**src/rtl/parking_pkg.sv**
```systemverilog
// Shared definitions for the parking gate controller.
//   - gate FSM state encoding (2 bits: IDLE=0, OPEN=1, DRAIN=2)
//   - default CAPACITY, CNT_W and GATE_TICKS values used by the modules
package parking_pkg;

  localparam logic [1:0] ST_IDLE  = 2'd0;
  localparam logic [1:0] ST_OPEN  = 2'd1;
  localparam logic [1:0] ST_DRAIN = 2'd2;

  typedef enum logic [1:0] {
    GATE_IDLE  = ST_IDLE,
    GATE_OPEN  = ST_OPEN,
    GATE_DRAIN = ST_DRAIN
  } gate_state_e;

  localparam int DEF_CAPACITY   = 15;
  localparam int DEF_CNT_W      = 4;
  localparam int DEF_GATE_TICKS = 100;

endpackage

```
**src/rtl/parking_gate_ctrl_if.sv**
```systemverilog
// Signal bundle between the parking gate controller and its environment.
//   master : drives entry_req, enter, exit, clear; observes status
//   slave  : the controller; observes requests, drives gate_open, timeout,
//            count, full, empty, overflow_err, underflow_err, gate_state
// Handshake: there is no valid/ready pair here. entry_req is a level that
// stays high while a car waits; enter/exit are sampled every cycle and only
// their rising edges matter; clear is a one-cycle-or-longer synchronous
// command. gate_state is a debug view of the gate FSM.
interface parking_gate_ctrl_if #(
  parameter int CNT_W = parking_pkg::DEF_CNT_W
);
  logic             entry_req;
  logic             enter;
  logic             exit;
  logic             clear;
  logic             gate_open;
  logic             timeout;
  logic [CNT_W-1:0] count;
  logic             full;
  logic             empty;
  logic             overflow_err;
  logic             underflow_err;
  logic [1:0]       gate_state;

  modport master (
    output entry_req, enter, exit, clear,
    input  gate_open, timeout, count, full, empty,
           overflow_err, underflow_err, gate_state
  );

  modport slave (
    input  entry_req, enter, exit, clear,
    output gate_open, timeout, count, full, empty,
           overflow_err, underflow_err, gate_state
  );
endinterface

```
**src/rtl/parking_counter.sv**
```systemverilog
// Occupancy counter: rising-edge detection on enter/exit, saturating count,
// full/empty decode, sticky overflow/underflow flags and synchronous clear.
// Ports:
//   clk, reset_n        clock, async active-low reset
//   enter, exit         car-passed indications (pulse or level)
//   clear               synchronous clear of count and error flags
//   enter_ev            registered-once entry event (used by the gate FSM)
//   count, full, empty  occupancy and its decodes
//   overflow_err, underflow_err  sticky error flags
module parking_counter #(
  parameter int CAPACITY = parking_pkg::DEF_CAPACITY,
  parameter int CNT_W    = parking_pkg::DEF_CNT_W
) (
  input  logic             clk,
  input  logic             reset_n,
  input  logic             enter,
  input  logic             exit,
  input  logic             clear,
  output logic             enter_ev,
  output logic [CNT_W-1:0] count,
  output logic             full,
  output logic             empty,
  output logic             overflow_err,
  output logic             underflow_err
);

  localparam logic [CNT_W-1:0] CAP = CNT_W'(CAPACITY);

  logic             enter_q, exit_q;
  // Arm bits stay low after reset until the input has been seen low, so a
  // level that was already high across reset release is not taken as an edge.
  logic             enter_arm_q, exit_arm_q;
  logic             exit_ev;
  logic [CNT_W-1:0] count_q;
  logic             ovf_q, unf_q;

  assign enter_ev = enter & ~enter_q & enter_arm_q;
  assign exit_ev  = exit  & ~exit_q  & exit_arm_q;

  always_ff @(posedge clk or negedge reset_n) begin
    if (!reset_n) begin
      enter_q     <= 1'b0;
      exit_q      <= 1'b0;
      enter_arm_q <= 1'b0;
      exit_arm_q  <= 1'b0;
      count_q     <= '0;
      ovf_q       <= 1'b0;
      unf_q       <= 1'b0;
    end else begin
      enter_q     <= enter;
      exit_q      <= exit;
      enter_arm_q <= enter_arm_q | ~enter;
      exit_arm_q  <= exit_arm_q  | ~exit;
      if (clear) begin
        count_q <= '0;
        ovf_q   <= 1'b0;
        unf_q   <= 1'b0;
      end else begin
        // Simultaneous entry and exit cancel: no change, no flag.
        case ({enter_ev, exit_ev})
          2'b10: begin
            if (count_q == CAP) ovf_q <= 1'b1;
            else                count_q <= count_q + CNT_W'(1);
          end
          2'b01: begin
            if (count_q == '0) unf_q <= 1'b1;
            else               count_q <= count_q - CNT_W'(1);
          end
          default: ;
        endcase
      end
    end
  end

  assign count         = count_q;
  assign full          = (count_q == CAP);
  assign empty         = (count_q == '0);
  assign overflow_err  = ovf_q;
  assign underflow_err = unf_q;

endmodule

```
**src/rtl/parking_gate_ctrl.sv**
```systemverilog
// Parking entry gate controller: gate FSM (IDLE/OPEN/DRAIN) with an open
// timer, plus the occupancy counter sub-module.
// Ports:
//   clk      system clock
//   reset_n  async active-low reset
//   bus      parking_gate_ctrl_if.slave (requests in, gate/status out,
//            gate_state debug view of the FSM)
module parking_gate_ctrl
  import parking_pkg::*;
#(
  parameter int CAPACITY   = DEF_CAPACITY,
  parameter int CNT_W      = DEF_CNT_W,
  parameter int GATE_TICKS = DEF_GATE_TICKS
) (
  input  logic                  clk,
  input  logic                  reset_n,
  parking_gate_ctrl_if.slave    bus
);

  localparam int TW = (GATE_TICKS > 2) ? $clog2(GATE_TICKS) : 1;
  localparam logic [TW-1:0] TICKS_M1 = TW'(GATE_TICKS - 1);

  gate_state_e   state_q, state_d;
  logic [TW-1:0] timer_q, timer_d;
  logic          timeout_q, timeout_d;
  logic          enter_ev;
  logic          full;

  parking_counter #(
    .CAPACITY (CAPACITY),
    .CNT_W    (CNT_W)
  ) u_counter (
    .clk           (clk),
    .reset_n       (reset_n),
    .enter         (bus.enter),
    .exit          (bus.exit),
    .clear         (bus.clear),
    .enter_ev      (enter_ev),
    .count         (bus.count),
    .full          (full),
    .empty         (bus.empty),
    .overflow_err  (bus.overflow_err),
    .underflow_err (bus.underflow_err)
  );

  always_ff @(posedge clk or negedge reset_n) begin
    if (!reset_n) begin
      state_q   <= GATE_IDLE;
      timer_q   <= '0;
      timeout_q <= 1'b0;
    end else begin
      state_q   <= state_d;
      timer_q   <= timer_d;
      timeout_q <= timeout_d;
    end
  end

  always_comb begin
    state_d   = state_q;
    timer_d   = timer_q;
    timeout_d = 1'b0;
    case (state_q)
      GATE_IDLE: begin
        if (bus.entry_req && !full) begin
          state_d = GATE_OPEN;
          timer_d = TICKS_M1;
        end
      end
      GATE_OPEN: begin
        // A car passing wins over expiry in the same cycle: no timeout.
        if (enter_ev) begin
          state_d = GATE_DRAIN;
        end else if (timer_q == '0) begin
          state_d   = GATE_DRAIN;
          timeout_d = 1'b1;
        end else begin
          timer_d = timer_q - TW'(1);
        end
      end
      GATE_DRAIN: begin
        // Wait for the request to drop so one waiting car gets one opening.
        if (!bus.entry_req) state_d = GATE_IDLE;
      end
      default: begin
        state_d = GATE_IDLE;
        timer_d = '0;
      end
    endcase
  end

  assign bus.gate_open  = (state_q == GATE_OPEN);
  assign bus.timeout    = timeout_q;
  assign bus.full       = full;
  assign bus.gate_state = state_q;

endmodule
```
**src/flat_wrapper.sv**
```systemverilog
// flat-port wrapper written by rule: the top's interface ports become plain ports
module parking_gate_ctrl_flat import parking_pkg::*;
#(
  parameter int CAPACITY   = DEF_CAPACITY,
  parameter int CNT_W      = DEF_CNT_W,
  parameter int GATE_TICKS = DEF_GATE_TICKS
)
  (clk, reset_n, bus_entry_req, bus_enter, bus_exit, bus_clear, bus_gate_open, bus_timeout, bus_count, bus_full, bus_empty, bus_overflow_err, bus_underflow_err, bus_gate_state);
  parking_gate_ctrl_if #(.CNT_W(CNT_W)) bus_i ();
  input  logic clk;
  input  logic reset_n;
  input wire logic [$bits(bus_i.entry_req)-1:0] bus_entry_req;
  input wire logic [$bits(bus_i.enter)-1:0] bus_enter;
  input wire logic [$bits(bus_i.exit)-1:0] bus_exit;
  input wire logic [$bits(bus_i.clear)-1:0] bus_clear;
  output wire logic [$bits(bus_i.gate_open)-1:0] bus_gate_open;
  output wire logic [$bits(bus_i.timeout)-1:0] bus_timeout;
  output wire logic [$bits(bus_i.count)-1:0] bus_count;
  output wire logic [$bits(bus_i.full)-1:0] bus_full;
  output wire logic [$bits(bus_i.empty)-1:0] bus_empty;
  output wire logic [$bits(bus_i.overflow_err)-1:0] bus_overflow_err;
  output wire logic [$bits(bus_i.underflow_err)-1:0] bus_underflow_err;
  output wire logic [$bits(bus_i.gate_state)-1:0] bus_gate_state;
  assign bus_i.entry_req = bus_entry_req;
  assign bus_i.enter = bus_enter;
  assign bus_i.exit = bus_exit;
  assign bus_i.clear = bus_clear;
  assign bus_gate_open = bus_i.gate_open;
  assign bus_timeout = bus_i.timeout;
  assign bus_count = bus_i.count;
  assign bus_full = bus_i.full;
  assign bus_empty = bus_i.empty;
  assign bus_overflow_err = bus_i.overflow_err;
  assign bus_underflow_err = bus_i.underflow_err;
  assign bus_gate_state = bus_i.gate_state;
  parking_gate_ctrl #(.CAPACITY(CAPACITY), .CNT_W(CNT_W), .GATE_TICKS(GATE_TICKS)) u_core (.clk(clk), .reset_n(reset_n), .bus(bus_i));
endmodule
```
**config.mk**
```make
export PLATFORM = sky130hd
export DESIGN_NAME = parking_gate_ctrl_flat
export DESIGN_NICKNAME = d
export VERILOG_FILES = /design/src/rtl/parking_pkg.sv /design/src/rtl/parking_gate_ctrl_if.sv /design/src/rtl/parking_counter.sv /design/src/rtl/parking_gate_ctrl.sv /design/src/flat_wrapper.sv
export SDC_FILE = /design/constraint.sdc
export NUM_CORES = 1
export LEC_CHECK = 0
export CAP_MARGIN = 20
export CORE_MARGIN = 4
export CORE_UTILIZATION = 25
export DETAILED_ROUTE_END_ITERATION = 6
export PLACE_DENSITY = 0.42
export SYNTH_ARGS = -nofsm -noshare
export SYNTH_HDL_FRONTEND = slang
export SYNTH_SLANG_ARGS = --single-unit
```
**constraint.sdc**
```tcl
create_clock -name clk -period 4.2 [get_ports clk]
set_input_delay 0.84 -clock clk [delete_from_list [all_inputs] [get_ports clk]]
set_output_delay 0.84 -clock clk [all_outputs]
set_load 0.03 [all_outputs]
```
==> flow_summary.ini, run 1 <==
[status]
status = finished, final reports clean

[sta]
tightestPinTransition_ns = 0.384
setup_slack_ns = 1.24
maxSlewHeadroom_pct = 74.4
finalSetupViolations = 0
finClkSkew_ns = 0.00464
finalMaxSlewViolations = 0
fmax_mhz = 338
hold_violations = 0
rsz0062_at_grt = false
whs_ns = 0.466
final.min_clock_period_ns = 2.96
timing.final.crit_share_pct = 70.5
tns_ns = 0

[clock_tree]
cts.sinks = 20
clk_latency_ns = 0.26
clk_path_buf_depth = 2
cts_buffers = 3
post-cts-setup-buffer-count = 0
ctsHoldBuffers = 0
root_buffer = clkbuf_8
ctsResizeCount = 0
cts_tree = done
clk_pin_slew_ns = 0.07
htreeDepth = 1

[power_and_ir_drop]
finalPower_w = 0.000834
vdd_drop_max_mv = 0.306
p_leak_nw = 0.587
power_density_nw_per_um2 = 619

[route]
vias = 825
dr.pass1.iters = 4
wl_um = 2310
wire_per_inst_um = 13.8
ant_nets = 0
first_iter_violations = 34
route.detailed.drc = 0
via_per_inst = 4.94

[placement]
gp_congestion = 0.743
dp_slack_ns = 1.24
dp_cells = 163
dp_hpwl_um = 1650
io_buffers = 17

[yosys]
yosysUniqueCellTypes = 41
ys_ff_latch = 20
synth_most_common_cell = dfrtp_1
synth_nets = 108
synth_ff_type = dfrtp_1
synth_top_area_share_pct = 47.1
ys_seq_area_share_pct = 47.1
synthTopCellsByCount = dfrtp_1, nor2_1, inv_1, a21oi_1, nand2_1
synth-edff-count = 0
synthTopCellsByArea = dfrtp_1, ha_1, mux2_2
netlist_area_um2 = 1060
synth_area_leader_cell = dfrtp_1
synth.avg_cell_area_um2 = 10.7
synthArstFlopShare_pct = 100
yosysWarnings = 0
synth_cells = 99

[floorplan]
die_x_um = 73.2
dieArea_um2 = 5360
coreArea_um2 = 4060
rows = 23
die_h_um = 73.2
initial_utilization_pct = 26.2
io_pins = 18

[critical_path]
cp-end-kind = primary output
arrival_ns = 2.12
r2r_end = u_core.timer_q[6]
critical_path_class = register to primary output
start_kind = register
path_max_fanout = 8
timing.rr.start = u_core.timer_q[0]
reg2reg_depth = 6
reg2reg_setup_slack_ns = 2.13
required_ns = 3.36

[finish]
drive_above_1_share_pct = 15.4
area_growth_pct = 26.6
final_cells = 167
fin_nets = 128
antennaDiodeCount = 0

[global_routing]
grt_pass1_vias = 850
grt.total_usage_pct = 9.46
grt_max_degree = 21
overflow = 0
grt_pass1_wl_um = 3910
grt_antenna_before_repair = 0

[hold_path]
min_path_type = register to register
worstHoldStart = u_core.u_counter.exit_arm_q
min_to = u_core.u_counter.exit_arm_q
min_path_cells = 1

[run]
cap_violations = 0
[kinds of logic (layout without fill, tap and decap cells)]
kind of cell | after synthesis | count (layout) | share of synthesized area, %
XOR/XNOR | 1 | 1 | 0.824
adder cells (fa/ha/maj) | 3 | 3 | 3.53
AND/OR/NAND/NOR | 37 | 37 | 22.4
multiplexers | 7 | 7 | 7.18
buffers and inverters | 10 | 28 | 4.23
flip-flops | 20 | 20 | 47.1
AO/OA/AOI/OAI | 21 | 21 | 14.8
[final cells by class]
cell class,instances,area (µm²)
clock buffers,3,41.3
multi-input cells,69,518
well taps,50,62.6
flip-flops and latches,20,500
fillers,410,2710
repair buffers,18,198
inverters,7,26.3
[critical path, stage by stage (launching register included)]
cell             delay, ns
dfrtp_1               0.47
or4_4                 0.57
inv_1                 0.13
clkdlybuf4s50_1       0.69
[metal layers]
layer	vias to the layer above	share of wire (%)	global-route usage, %
met5	-	0	0
met4	0	0.61	1.84
met3	2	5.5	3.99
met2	16	49	15.7
met1	409	45	11.4
li1	398	-	-
[worst max-delay path by stage]
stage	from	endpoint	slack, ns	cells after the start
floorplan	bus_exit	u_core.u_counter.count[3]	1.76	8
global placement	bus_enter	u_core.u_counter.count[3]	1.31	8
detailed placement	bus_enter	u_core.u_counter.count[3]	1.24	8
CTS	u_core.u_counter.count[1]	bus_empty	1.23	3
global route	u_core.u_counter.count[1]	bus_empty	1.16	3
finish	u_core.u_counter.count[1]	bus_empty	1.24	3
[power by group]
group	switching [W]	total (W)	leakage, nW	internal, W
Sequential	0.0000744	0.000321	0.242	0.000246
Clock	0.0000639	0.000128	0.0216	0.0000639
Combinational	0.000204	0.000385	0.323	0.000181
[sequential cells by signal (all words and copies together), names as in the netlist]
signal,flops
u_core.bus.gate_state,2
u_core.u_counter.underflow_err,1
u_core.u_counter.overflow_err,1
u_core.u_counter.count,4
u_core.u_counter.enter_arm_q,1
u_core.u_counter.exit_arm_q,1
u_core.bus.timeout,1
u_core.timer_q,7
u_core.u_counter.enter_q,1
u_core.u_counter.exit_q,1
[cells in the final DEF, fill, tap and decap left out, types with 3 or more instances in the layout]
master,n
dfrtp_1,20
nand2b_1,3
clkdlybuf4s50_1,17
nand2_1,5
mux2_2,3
inv_1,7
o211ai_1,3
nor2_1,8
a21oi_1,5
or4b_2,3
a31oi_1,3
clkbuf_8,3
ha_1,3
[through the flow]
step           area (µm²)  util, %
3_5_place_dp         1280     31.5
6_report             1350     33.2
5_1_grt              1350     33.2
2_1_floorplan        1060        -
3_3_place_gp         1280     31.5
4_1_cts              1320     32.5
Power figures use the tool's default switching activity.
==> run 2: changes to the inputs <==
==> constraint.sdc (replaced) <==
create_clock -name clk -period 3 [get_ports clk]
set_input_delay 0.6 -clock clk [delete_from_list [all_inputs] [get_ports clk]]
set_output_delay 0.6 -clock clk [all_outputs]
set_load 0.03 [all_outputs]
==> run 2 against run 1 <==
  * Hold slack worse by 0.0015 ns
  * Sequential share of layout area increased by 0.56 points
  * Setup slack lost 0.94 ns
  * Total power is 39% higher
  * Clock power increased by 36%
  * Global-route usage is 0.29 points higher
  * Clock-buffer cell count is the same
  * Sequential cell count is the same
  * Register-to-register slack got worse by 1.2 ns
  * Cell count stayed put
  * Critical path type unchanged
  * Largest power group unchanged
==> flow_summary.ini, run 2 (same netlist as run 1, synthesis figures left out) <==
[clock_tree]
cts.sinks = 20
ctsHoldBuffers = 0
clk_pin_slew_ns = 0.07
clk_latency_ns = 0.25
clk_path_buf_depth = 2
root_buffer = clkbuf_8
cts_buffers = 3
htreeDepth = 1
post-cts-setup-buffer-count = 0
cts_tree = done
ctsResizeCount = 0

[route]
via_per_inst = 4.91
wl_met2_um = 1050
route.detailed.drc = 0
wl_met1_um = 1100
wl_um = 2260
first_iter_violations = 28
vias = 820
routed.top_layer = met4
wl_met3_um = 103
ant_nets = 0
wire_per_inst_um = 13.6
dr.pass1.iters = 4

[critical_path]
crit_path_cell_trace = or4_4, inv_1, clkdlybuf4s50_1
crit_slowest_cell = clkdlybuf4s50_1
path_max_fanout = 8
arrival_ns = 2.10
max_stage_delay_ns = 0.68
start_kind = register
reg2reg_setup_slack_ns = 0.94
required_ns = 2.40
cp-end-kind = primary output
critical_path_class = register to primary output

[power_and_ir_drop]
vdd_drop_max_mv = 0.402
power_density_nw_per_um2 = 874
finalPower_w = 0.00116
p_leak_nw = 0.579

[global_routing]
overflow = 0
grt_pass1_vias = 888
grt_max_degree = 21
grt_pass1_wl_um = 4060
grt.total_usage_pct = 9.75
grt_antenna_before_repair = 0

[placement]
dp_hpwl_um = 1640
gp_congestion = 0.743
io_buffers = 17

[finish]
final_util_pct = 32.7
largest_register = u_core.timer_q
mostFrequentLayoutCells = dfrtp_1, clkdlybuf4s50_1, nor2_1, inv_1
fillers = 404
area_growth_pct = 24.7
final_common_cell = dfrtp_1
largest_reg_flops = 7
antennaDiodeCount = 0
fin_nets = 128
drive_above_1_share_pct = 15.4

[floorplan]
coreArea_um2 = 4060
io_pins = 18
dieArea_um2 = 5360
initial_utilization_pct = 26.2
rows = 23
die_x_um = 73.2
die_h_um = 73.2

[sta]
fmax_mhz = 370
tightestPinTransition_ns = 0.392
timing.final.crit_share_pct = 90.1
final.min_clock_period_ns = 2.70
whs_ns = 0.464
tns_ns = 0
finClkSkew_ns = 0.00334
hold_violations = 0
rsz0062_at_grt = false
finalSetupViolations = 0
finalMaxSlewViolations = 0
maxSlewHeadroom_pct = 73.9

[hold_path]
min_path_type = register to register

[status]
status = finished, final reports clean

[run]
cap_violations = 0
==> run 2: cell counts in the layout (fill, tap and decap cells not counted) <==
Identical to the previous run, type by type.
==> run 2: metrics by stage <==
step,setup slack (ns),area (µm²),std cells
6_report,0.297,1330,167
4_1_cts,0.285,1330,167
3_3_place_gp,0.352,1280,164
5_1_grt,0.215,1330,167
2_1_floorplan,0.796,1060,99
3_5_place_dp,0.316,1280,164
==> run 2: worst paths after layout <==
| kind | startpoint | end | depth (start not counted) |
|---|---|---|---|
| max | u_core.u_counter.count[1] | bus_empty | 3 |
| max in group asynchronous | reset_n | u_core.u_counter.underflow_err | 2 |
| min | u_core.u_counter.exit_arm_q | u_core.u_counter.exit_arm_q | 1 |
| min in group asynchronous | reset_n | u_core.bus.timeout | 2 |
| max reg2reg | u_core.timer_q[0] | u_core.timer_q[6] | 6 |
| min reg2reg | u_core.u_counter.exit_arm_q | u_core.u_counter.exit_arm_q | 1 |
==> run 2: power breakdown <==
part | switching, W | internal, W | leakage, nW
combinational | 0.000281 | 0.000252 | 0.315
clock | 0.0000850 | 0.0000893 | 0.0216
sequential | 0.000108 | 0.000345 | 0.242
==> run 2: worst max-delay path: cells and delay by family (launching register included) <==
kind / cells / cell delay [ns]
flops: 1 / 0.48
simple gates: 1 / 0.57
buf+inv: 2 / 0.80
==> run 2: layout make-up <==
type                            count  area [µm²]  share of cell area (%)
Clock buffer                        3        41.3                    3.11
Tap cell                           50        62.6                    4.72
Inverter                            7        26.3                    1.98
Sequential cell                    20         500                    37.7
Timing Repair Buffer               18         178                    13.4
Multi-Input combinational cell     69         518                    39.1
==> run 2: metal layers <==
metal  track usage, %  up-vias
met5                0        -
met3             3.17        2
met1             12.3      396
met4             2.46        0
met2             16.0       21
li1                 -      401
==> run 3: changes to the inputs <==
--- a/config.mk
+++ b/config.mk
@@ -9,6 +9,8 @@
 export CORE_MARGIN = 4
 export CORE_UTILIZATION = 25
 export DETAILED_ROUTE_END_ITERATION = 6
+export HOLD_SLACK_MARGIN = 0.15
+export MAX_ROUTING_LAYER = met4
 export PLACE_DENSITY = 0.42
 export SYNTH_ARGS = -nofsm -noshare
 export SYNTH_HDL_FRONTEND = slang
==> run 3 against run 2 <==
  * First-iteration DRC count down 14%
  * Critical path type unchanged
  * Cell count stayed put
  * Global-route usage rose by 0.28 points
  * Critical endpoint unchanged
  * Total power barely moved
==> flow_summary.ini, run 3 (same netlist as run 1, synthesis figures left out) <==
[clock_tree]
ctsResizeCount = 0
clk_latency_ns = 0.25
post-cts-setup-buffer-count = 0
htreeDepth = 1
ctsHoldBuffers = 0
cts.sinks = 20
cts_buffers = 3
cts_tree = done
root_buffer = clkbuf_8
clk_pin_slew_ns = 0.07
clk_path_buf_depth = 2

[placement]
dp_hpwl_um = 1640
dp_slack_ns = 0.316
placed_area_um2 = 1280
dp_cells = 164
gp_congestion = 0.752
io_buffers = 17

[power_and_ir_drop]
p_leak_nw = 0.579
power_density_nw_per_um2 = 875
vdd_drop_max_mv = 0.402

[finish]
final_cells = 167
area_growth_pct = 24.7
mostFrequentLayoutCells = dfrtp_1, clkdlybuf4s50_1, nor2_1, inv_1
antennaDiodeCount = 0
largest_reg_flops = 7
drive_above_1_share_pct = 15.4
fin_nets = 128
final_cell_area_um2 = 1330
largest_register = u_core.timer_q
final_common_cell = dfrtp_1

[sta]
finalMaxSlewViolations = 0
tightestPinTransition_ns = 0.391
maxSlewHeadroom_pct = 73.9
final.min_clock_period_ns = 2.70
finalSetupViolations = 0
setup_slack_ns = 0.298
hold_violations = 0
rsz0062_at_grt = false
fmax_mhz = 370
tns_ns = 0
finClkSkew_ns = 0.00338
timing.final.crit_share_pct = 90.1
whs_ns = 0.464

[global_routing]
overflow = 0
grt_antenna_before_repair = 0
grt.total_usage_pct = 10.0
grt_max_degree = 21
grt_pass1_wl_um = 4070
grt_pass1_vias = 890

[status]
status = finished, final reports clean

[floorplan]
die_x_um = 73.2
rows = 23
initial_utilization_pct = 26.2
coreArea_um2 = 4060
dieArea_um2 = 5360
io_pins = 18
die_h_um = 73.2

[route]
vias = 819
route.detailed.drc = 0
first_iter_violations = 24
ant_nets = 0
via_per_inst = 4.90
dr.pass1.iters = 4
wire_per_inst_um = 13.5
wl_um = 2260

[critical_path]
crit_path_cell_trace = or4_4, inv_1, clkdlybuf4s50_1
arrival_ns = 2.10
required_ns = 2.40
max_stage_delay_ns = 0.68
cp-end-kind = primary output
reg2reg_setup_slack_ns = 0.94
crit_family = buffers and inverters
reg2reg_depth = 6
startpoint = u_core.u_counter.count[1]
start_kind = register
path_max_fanout = 8
r2r_end = u_core.timer_q[6]
critical_path_class = register to primary output
crit_slowest_cell = clkdlybuf4s50_1
crit_buf_inv = 2
timing.rr.start = u_core.timer_q[0]

[run]
cap_violations = 0

[hold_path]
min_path_cells = 1
min_to = u_core.u_counter.exit_arm_q
min_path_type = register to register
worstHoldStart = u_core.u_counter.exit_arm_q
## run 3: cell counts in the layout (fill, tap and decap cells not counted)
Identical to the previous run, type by type.
## run 3: layer usage
metal | share of wire (%) | global-route usage, %
met1 | 50 | 12.5
met2 | 46 | 16.0
met3 | 3.7 | 2.89
met4 | 0.53 | 2.46
met5 | 0 | -
## run 3: worst max path at each step
stage,endpoint,slack [ns],cells past startpoint
global route,bus_empty,0.21,3
CTS,bus_empty,0.28,3
finish,bus_empty,0.30,3
detailed placement,u_core.u_counter.count[3],0.32,8
global placement,u_core.u_counter.count[3],0.35,8
floorplan,u_core.u_counter.count[3],0.80,8
## run 3: cell type report
type	count	area, µm²
fillers	404	2730
multi-input cells	69	518
flip-flops and latches	20	500
repair buffers	18	178
well taps	50	62.6
clock buffers	3	41.3
inverters	7	26.3
## run 3: power by group
part / internal [W] / total (W) / switching, W
registers: 0.000345 / 0.000453 / 0.000108
logic: 0.000252 / 0.000533 / 0.000281
clock network: 0.0000893 / 0.000174 / 0.0000850
total: 0.000686 / 0.00116 / 0.000474
## run 3: worst reg2reg max path: stages, from the launching register on
cell	delay [ns]
dfrtp_1	0.41
inv_1	0.07
ha_1	0.15
or3b_4	0.41
or4b_2	0.64
a32oi_1	0.18
o2bb2ai_1	0.09
## run 3: metrics by stage
| stage | util [%] | power (W) |
|---|---|---|
| final | 32.7 | 0.00116 |
| after global routing | 32.7 | 0.00126 |
| after CTS | 32.7 | 0.00118 |
| after detailed placement | 31.7 | 0.000997 |
| after global placement | 31.7 | 0.000988 |
| after floorplan | - | 0.000810 |
